[config.mk]
export PLATFORM = sky130hd
export DESIGN_NAME = alu_operand_loader
export DESIGN_NICKNAME = d
export VERILOG_FILES = /design/src/rtl/alu_pkg.sv /design/src/rtl/btn_debounce.sv /design/src/rtl/alu_operand_loader.sv
export SDC_FILE = /design/constraint.sdc
export NUM_CORES = 1
export LEC_CHECK = 0
export ABC_AREA = 1
export BUFFER_PORTS_ARGS = -buffer_cell sky130_fd_sc_hd__buf_2
export CAP_MARGIN = 10
export CORE_UTILIZATION = 43
export CTS_BUF_LIST = sky130_fd_sc_hd__clkbuf_8
export CTS_CLUSTER_DIAMETER = 50
export DETAILED_ROUTE_END_ITERATION = 8
export PLACE_DENSITY = 0.66
export SLEW_MARGIN = 40
export SYNTH_ARGS = -nofsm -noshare
export SYNTH_HDL_FRONTEND = slang
export SYNTH_SLANG_ARGS = --single-unit
[constraint.sdc]
create_clock -name mclk -period 1.95 [get_ports mclk]
set_input_delay 0.195 -clock mclk [delete_from_list [all_inputs] [get_ports mclk]]
set_output_delay 0.195 -clock mclk [all_outputs]
set_load 0.005 [all_outputs]
[src/rtl/alu_pkg.sv]
// alu_pkg: shared widths, loader FSM state encoding and ALU opcode constants.
package alu_pkg;
  localparam int DATA_W = 8;
  localparam int OP_W = 6;
  typedef enum logic [1:0] {
    S_WAIT_A  = 2'd0,
    S_WAIT_B  = 2'd1,
    S_WAIT_OP = 2'd2,
    S_DONE    = 2'd3
  } state_t;
  localparam logic [OP_W-1:0] OP_ADD = 6'b100000;
  localparam logic [OP_W-1:0] OP_SUB = 6'b100010;
  localparam logic [OP_W-1:0] OP_AND = 6'b100100;
  localparam logic [OP_W-1:0] OP_OR  = 6'b100101;
  localparam logic [OP_W-1:0] OP_XOR = 6'b100110;
  localparam logic [OP_W-1:0] OP_NOR = 6'b100111;
  localparam logic [OP_W-1:0] OP_SLT = 6'b101010;
endpackage

[src/rtl/btn_debounce.sv]
// btn_debounce: optional 2-flop synchroniser (ALU_LOADER_SYNC2_EN), counter debounce, rising-edge press pulse.
module btn_debounce #(
  parameter int DEBOUNCE_CYCLES = 4
) (
  input  logic mclk,
  input  logic reset,
  input  logic raw,
  output logic level,
  output logic press
);
  logic w_in;
  logic r_level;
  logic r_level_d;
  logic [7:0] r_cnt;
`ifdef ALU_LOADER_SYNC2_EN
  logic [1:0] r_sync;
  always_ff @(posedge mclk or posedge reset)
    if (reset) r_sync <= '0;
    else r_sync <= {r_sync[0], raw};
  assign w_in = r_sync[1];
`else
  assign w_in = raw;
`endif
  // a new level must persist DEBOUNCE_CYCLES consecutive edges; any return to the old level restarts the count
  always_ff @(posedge mclk or posedge reset) begin
    if (reset) begin
      r_level <= 1'b0;
      r_level_d <= 1'b0;
      r_cnt <= '0;
    end else begin
      r_level_d <= r_level;
      if (w_in == r_level) r_cnt <= '0;
      else if (r_cnt == 8'(DEBOUNCE_CYCLES - 1)) begin
        r_level <= ~r_level;
        r_cnt <= '0;
      end else r_cnt <= r_cnt + 8'd1;
    end
  end
  assign level = r_level;
  assign press = r_level & ~r_level_d;
endmodule

[src/rtl/alu_operand_loader.sv]
// alu_operand_loader: debounced buttons load operands A/B and opcode into ALU-facing registers.
// Build option: ALU_LOADER_SYNC2_EN adds a 2-flop synchroniser per button.
module alu_operand_loader
  import alu_pkg::*;
#(
  parameter int DATA_W = alu_pkg::DATA_W,
  parameter int OP_W = alu_pkg::OP_W,
  parameter int DEBOUNCE_CYCLES = 4
) (
  input  logic              mclk,
  input  logic              reset,
  input  logic [DATA_W-1:0] switch,
  input  logic              b1,
  input  logic              b2,
  input  logic              b3,
  output logic [DATA_W-1:0] a,
  output logic [DATA_W-1:0] b,
  output logic [OP_W-1:0]   op,
  output logic              op_valid,
  output logic [1:0]        state
);
  logic [2:0] w_level;
  logic [2:0] w_press;
  logic [2:0] w_p;
  logic [DATA_W-1:0] r_a;
  logic [DATA_W-1:0] r_b;
  logic [OP_W-1:0] r_op;
  logic r_op_valid;
  state_t r_state;
  btn_debounce #(.DEBOUNCE_CYCLES(DEBOUNCE_CYCLES)) u_db1 (.mclk(mclk), .reset(reset), .raw(b1), .level(w_level[0]), .press(w_press[0]));
  btn_debounce #(.DEBOUNCE_CYCLES(DEBOUNCE_CYCLES)) u_db2 (.mclk(mclk), .reset(reset), .raw(b2), .level(w_level[1]), .press(w_press[1]));
  btn_debounce #(.DEBOUNCE_CYCLES(DEBOUNCE_CYCLES)) u_db3 (.mclk(mclk), .reset(reset), .raw(b3), .level(w_level[2]), .press(w_press[2]));
  assign w_p = w_press & w_level;
  // b1 restarts from any state; a b2 pulse swallows a coincident b3 even when b2 itself is ignored
  always_ff @(posedge mclk or posedge reset) begin
    if (reset) begin
      r_a <= '0;
      r_b <= '0;
      r_op <= '0;
      r_op_valid <= 1'b0;
      r_state <= S_WAIT_A;
    end else begin
      r_op_valid <= 1'b0;
      if (w_p[0]) begin
        r_a <= switch;
        r_state <= S_WAIT_B;
      end else if (w_p[1]) begin
        if (r_state == S_WAIT_B) begin
          r_b <= switch;
          r_state <= S_WAIT_OP;
        end
      end else if (w_p[2] && (r_state == S_WAIT_OP || r_state == S_DONE)) begin
        r_op <= switch[OP_W-1:0];
        r_op_valid <= 1'b1;
        r_state <= S_DONE;
      end
    end
  end
  assign a = r_a;
  assign b = r_b;
  assign op = r_op;
  assign op_valid = r_op_valid;
  assign state = r_state;
endmodule

; ---- Yosys cells after proc, flatten, opt, wreduce, memory -nomap -nowiden
; Cells that the tools add are included.
[totals]
out_inout_bits = 25
regBits = 55
in_bits = 13
wordCells = 64
[op_classes]
n_addsub = 3
bitwise_logic = 15
n_eq_ne = 10
muxes = 13
reduce_logical = 9
[ops]
columns = op, n
row1 = two-way mux 8 bit, 6
row2 = "adder 8 x 1 -> 8 bit, second input constant", 3
row3 = "== test 8 x 2 -> 1 bit, second input constant", 3
row4 = NOT 1 bit, 11
row5 = two-way mux 2 bit, 4
row6 = AND reduction 2 bit, 4
row7 = AND reduction 3 bit, 2
row8 = "== test 2 bit, second input constant", 2
row9 = bitwise AND 1 bit, 3
row10 = bitwise AND 3 bit, 1
row11 = == test 1 bit, 3
row12 = two-way mux 1 bit, 3
row13 = "!= test 3 x 2 -> 1 bit, second input constant", 1
row14 = nonzero test 3 bit, 1
row15 = "== test 2 x 1 -> 1 bit, second input constant", 1
row16 = logical AND 1 bit, 1
row17 = logical OR 1 bit, 1

; ---- Depth between registers and ports, before layout
[logic_depth]
depth_word = 7
ltp_mapped = 7
mapped_depth_nobuf = 7

; ---- By module
; A second synthesis with hierarchy kept.
[unflattened]
cells_unflattened = 300
area_unflattened_um2 = 2635.0
[by_module_without_submodules]
columns = module, area_per_inst_um2, seq_area_each_um2, instances, cells_per_inst
row1 = btn_debounce, 525.5, 250.2, 3, 64
row2 = alu_operand_loader, 1058.5, 625.6, 1, 108

; ---- Least setup slack after synthesis
; OpenSTA, ideal clock, no wires.
[synth_timing]
path_kind = register -> register
startpoint = reg u_db3.r_cnt[0]
endpoint = reg u_db3.r_cnt[0]
t_required_ns = 1.828
setup_time_ns = 0.122
path_buffers = 0
stages_incl_launch_ff = 6
period_less_slack_ns = 1.102
setup_slack_ns = 0.848
t_arrival_ns = 0.980
cell_sequence = dfrtp_1 -> ha_1 -> nor3b_1 -> nand2_1 -> nand2_1 -> nor2_1
[synth_via]
elab_chain_len = 3
elab_cells_between_ends = 4
classes_between = 1 x add/sub / 1 x eq/ne / 2 x mux
[synth_rtl]
columns = item, line
row1 = "start, declared", btn_debounce.sv:14  ; logic [7:0] r_cnt;
row2 = "start signal, assigned", btn_debounce.sv:36  ; end else r_cnt <= r_cnt + 8'd1;
row3 = adder 8 x 1 -> 8 bit or == test 8 x 2 -> 1 bit (tied branches), "btn_debounce.sv:36, btn_debounce.sv:33"
row4 = two-way mux 8 bit *, btn_debounce.sv:33  ; else if (r_cnt == 8'(DEBOUNCE_CYCLES - 1)) begin
row5 = two-way mux 8 bit *, btn_debounce.sv:32  ; if (w_in == r_level) r_cnt <= '0;
; Every way passes the cells marked *; elsewhere a longest branch is shown, timed or not.
; A chain may end at the register's enable or synchronous reset.

; ---- Worst setup path in the final report
[layout_timing]
startpoint = reg u_db1.r_level, in the netlist u_db1.level
endpoint = reg r_b[7], in the netlist b[7]
[layout_via]
elab_chain_len = 4
[layout_rtl]
columns = item, line
row1 = "start, declared", btn_debounce.sv:12  ; logic r_level;
row2 = "start signal, assigned", btn_debounce.sv:34  ; r_level <= ~r_level;
row3 = bitwise AND 1 bit, btn_debounce.sv:40  ; assign press = r_level & ~r_level_d;
row4 = bitwise AND 3 bit *, alu_operand_loader.sv:33  ; assign w_p = w_press & w_level;
row5 = NOT 1 bit (no line) *, -
row6 = AND reduction 3 bit (no line) *, -
row7 = "end signal, assigned", alu_operand_loader.sv:49  ; r_b <= switch;
row8 = "end, declared", alu_operand_loader.sv:26  ; logic [DATA_W-1:0] r_b;
; Marks and branches as above.

==> run_results.csv <==
group,metric,value,unit
worst_setup_path,cp_cell_sequence,"inv_1, nor2_2, inv_2, nand3_2, nand2_1, nand2_1",
cts,clkLatencyLatePin,310,ps
cts,root_buffer,"clkbuf_8",
worst_setup_path,r2r_setup_slack,660,ps
placement,gp_congestion,0.7858,
synthesis,synth_edf_count,0,
finish,syn_to_final_growth,16.51,%
cts,clkTransAtPathRegs,100,ps
hold_path,min_from,"switch[6]",
sta,whs,117.2,ps
worst_setup_path,crit_top_cell,"nand2_1",
cts,cts_resized,0,
hold_path,hold_path_end,"a[6]",
synthesis,synth_adder_area_share,0.02984,
synthesis,synth_compound_area_frac,0.01094,
sta,finalCritPeriodShare,0.6624,
floorplan,start_util,0.4514,
finish,instances_no_fill,416,
worst_setup_path,critPathKind,"reg -> reg",
worst_setup_path,crit_arrival,1510,ps
sta,slew_headroom,0.6655,
sta,finalSetupTns,0,ps
cts,postCtsHoldBufs,1,
synthesis,synth_warnings,0,
floorplan,die_w,78.50,um
global_route,track_usage,0.1696,
sta,fin_crit,1292,ps
sta,rsz0062_at_grt,"false",
floorplan,dieArea,6161,sq um
finish,drive_above_1_share,0.1657,
worst_setup_path,required,2170,ps
cts,clockBufferDepth,2,
sta,fmax,774.2,MHz
global_route,grt_antenna_before_repair,0,
finish,ff_latch_area,1376,sq um
finish,layout_commonest_cell,"nand2_1",
power,power_per_cell_area,1316,nW/um^2
synthesis,syn_nets,317,
synthesis,synth.distinct_cells,22,
floorplan,fp.dieH,78.50,um
detailed_routing,wl,4.609,mm
synthesis,avgSynthCellArea,8.444,sq um
synthesis,yosys-mux-area-fraction,0,
detailed_routing,drc_errors,0,
status,outcome,"finished clean",
detailed_routing,postRouteAntennaNets,0,
power,totalPowerFinal,3.858,mW
global_route,grt_max_degree,34,
cts,cts.sinks,55,
cts,cts_tree,"built",
worst_setup_path,critPathLaunchType,"register",
finish,final_cell_area,2932,sq um
worst_setup_path,timing.rr.start,"u_db1.level",
placement,port_buffers,37,
placement,placed_cell_area,2800,sq um
detailed_routing,drtIter0Drc,95,
worst_setup_path,critPathMaxFanout,17,
floorplan,core,5574,sq um
worst_setup_path,crit_path_end_kind,"register",
synthesis,synth_top_family_by_area,"simple AND/OR/NAND/NOR gates",
detailed_routing,drtPass1Iterations,4,
finish,insertedDiodeCount,0,
power,peakVddDrop,0.5449,mV
floorplan,rows,27,
finish,fillers,527,
hold_path,hp-class,"in -> reg",
synthesis,netlist_area,2516,sq um
hold_path,hold_depth,3,
run,cap_violations,0,
detailed_routing,wire_per_inst,11.08,um
synthesis,synthXorXnorAreaFrac,0.04177,
finish,multiInputGateArea,1020,sq um
sta,final.setup_skew,9.421,ps
sta,hold_viol,0,
floorplan,pin_count,38,
power,p_leak,1.544,nW
finish,final_cell_mix,"nand2_1 (116), dfrtp_1 (55), nor2_1 (43), buf_2 (37), inv_1 (24)",
sta,final-setup-viol-count,0,
synthesis,ys_seq_area_frac,0.5470,
detailed_routing,viasPerCell,4.627,
synthesis,synth_flop_cell,"dfrtp_1",
global_route,grt_overflow,0,
synthesis,synthArstFlopShare,1.000,
worst_setup_path,max_stage_delay,430,ps
sta,slew_violations,0,
cts,cts_max_level,2,
sta,worst_slew_pin_slew,501.0,ps
cts,cts_made_buffers,5,
worst_setup_path,cpMaxStageDelayCell,"dfrtp_1",
detailed_routing,vias,1925,
global_route,grt_pass1_wl,8.066,mm
global_route,grt_pass1_vias,1777,
placement,dp_cells,407,
finish,layout.nets,362,
synthesis,ys_ff_latch,55,
cts,cts_setup_buffers,0,
worst_setup_path,r2r_cells,6,
placement,hpwl,3.436,mm
worst_setup_path,reg2reg_to,"b[7]",
synthesis,synth-simple-area-share,0.3227,
synthesis,syn_inst,298,
## worst max-delay path by stage
| stage | end | cells past startpoint | slack [ps] | from |
|---|---|---|---|---|
| 2_1_floorplan | a[0] | 1 | 410 | reset |
| 5_1_grt | b[1] | 6 | 510 | u_db1.level |
| 3_5_place_dp | b[7] | 6 | 650 | u_db1.level |
| 6_report | b[7] | 6 | 660 | u_db1.level |
| 4_1_cts | b[7] | 6 | 640 | u_db1.level |
| 3_3_place_gp | b[0] | 6 | 710 | u_db1.level |
## sequential cells by signal, summed over array words and instances, names as in the netlist, 2 cells and up
signal	count
b	8
u_db1.r_cnt	8
a	8
state	2
op	6
u_db2.r_cnt	8
u_db3.r_cnt	8
## metal layers
metal | GRT usage | part of all wire
met1 | 0.2370 | 0.51
met2 | 0.2579 | 0.44
met3 | 0.04186 | 0.036
met4 | 0.05556 | 0.014
met5 | 0 | 0
## power by group
part	leakage, nW	total, mW	switching (mW)	internal, mW
registers	0.706	1.81	0.285	1.52
clock network	0.0618	0.807	0.384	0.423
logic	0.776	1.24	0.736	0.508
## synthesized netlist by cell type, types with 2 or more instances
| library cell | count | area, sq um |
|---|---|---|
| o21ai_0 | 2 | 10.01 |
| and2_1 | 2 | 12.51 |
| ha_1 | 6 | 75.07 |
| a21oi_1 | 2 | 10.01 |
| inv_1 | 25 | 93.84 |
| nor2_1 | 43 | 161.4 |
| dfrtp_1 | 55 | 1376 |
| inv_2 | 2 | 7.510 |
| nand2_1 | 116 | 435.4 |
| xor2_1 | 9 | 78.83 |
| xnor2_1 | 3 | 26.28 |
| nand3_1 | 22 | 110.1 |
| nor2_8 | 2 | 40.04 |
## final cells by class
cell class	instances	area share
multi-input combinational	214	0.3478
sequential	55	0.4695
tap	72	0.03073
clock inverter	2	0.01323
clock buffer	6	0.02817
inverter	27	0.03457
timing repair buffer	40	0.07597
## metrics by stage
step,setup slack [ps],util
6_report,658.3,0.5259
5_1_grt,512.6,0.5259
4_1_cts,639.1,0.5259
3_5_place_dp,646.2,0.5024
3_3_place_gp,712.4,0.5024
2_1_floorplan,412.1,-
## cells by family (layout without fill, tap and decap cells)
family / after synthesis / count (layout)
DFF: 55 / 55
adders and majority gates: 6 / 6
xor gates and xnor gates: 12 / 12
buffers and inverters: 29 / 75
AOI/OAI and AO/OA: 5 / 5
and+or+nand+nor: 191 / 191
## critical path: cells and delay by family, from the launching register on
family                 cells  cell delay [ps]
buffers and inverters      2              320
and+or+nand+nor            4              460
DFF                        1              430
No activity file was read; power rests on OpenSTA's default activity.
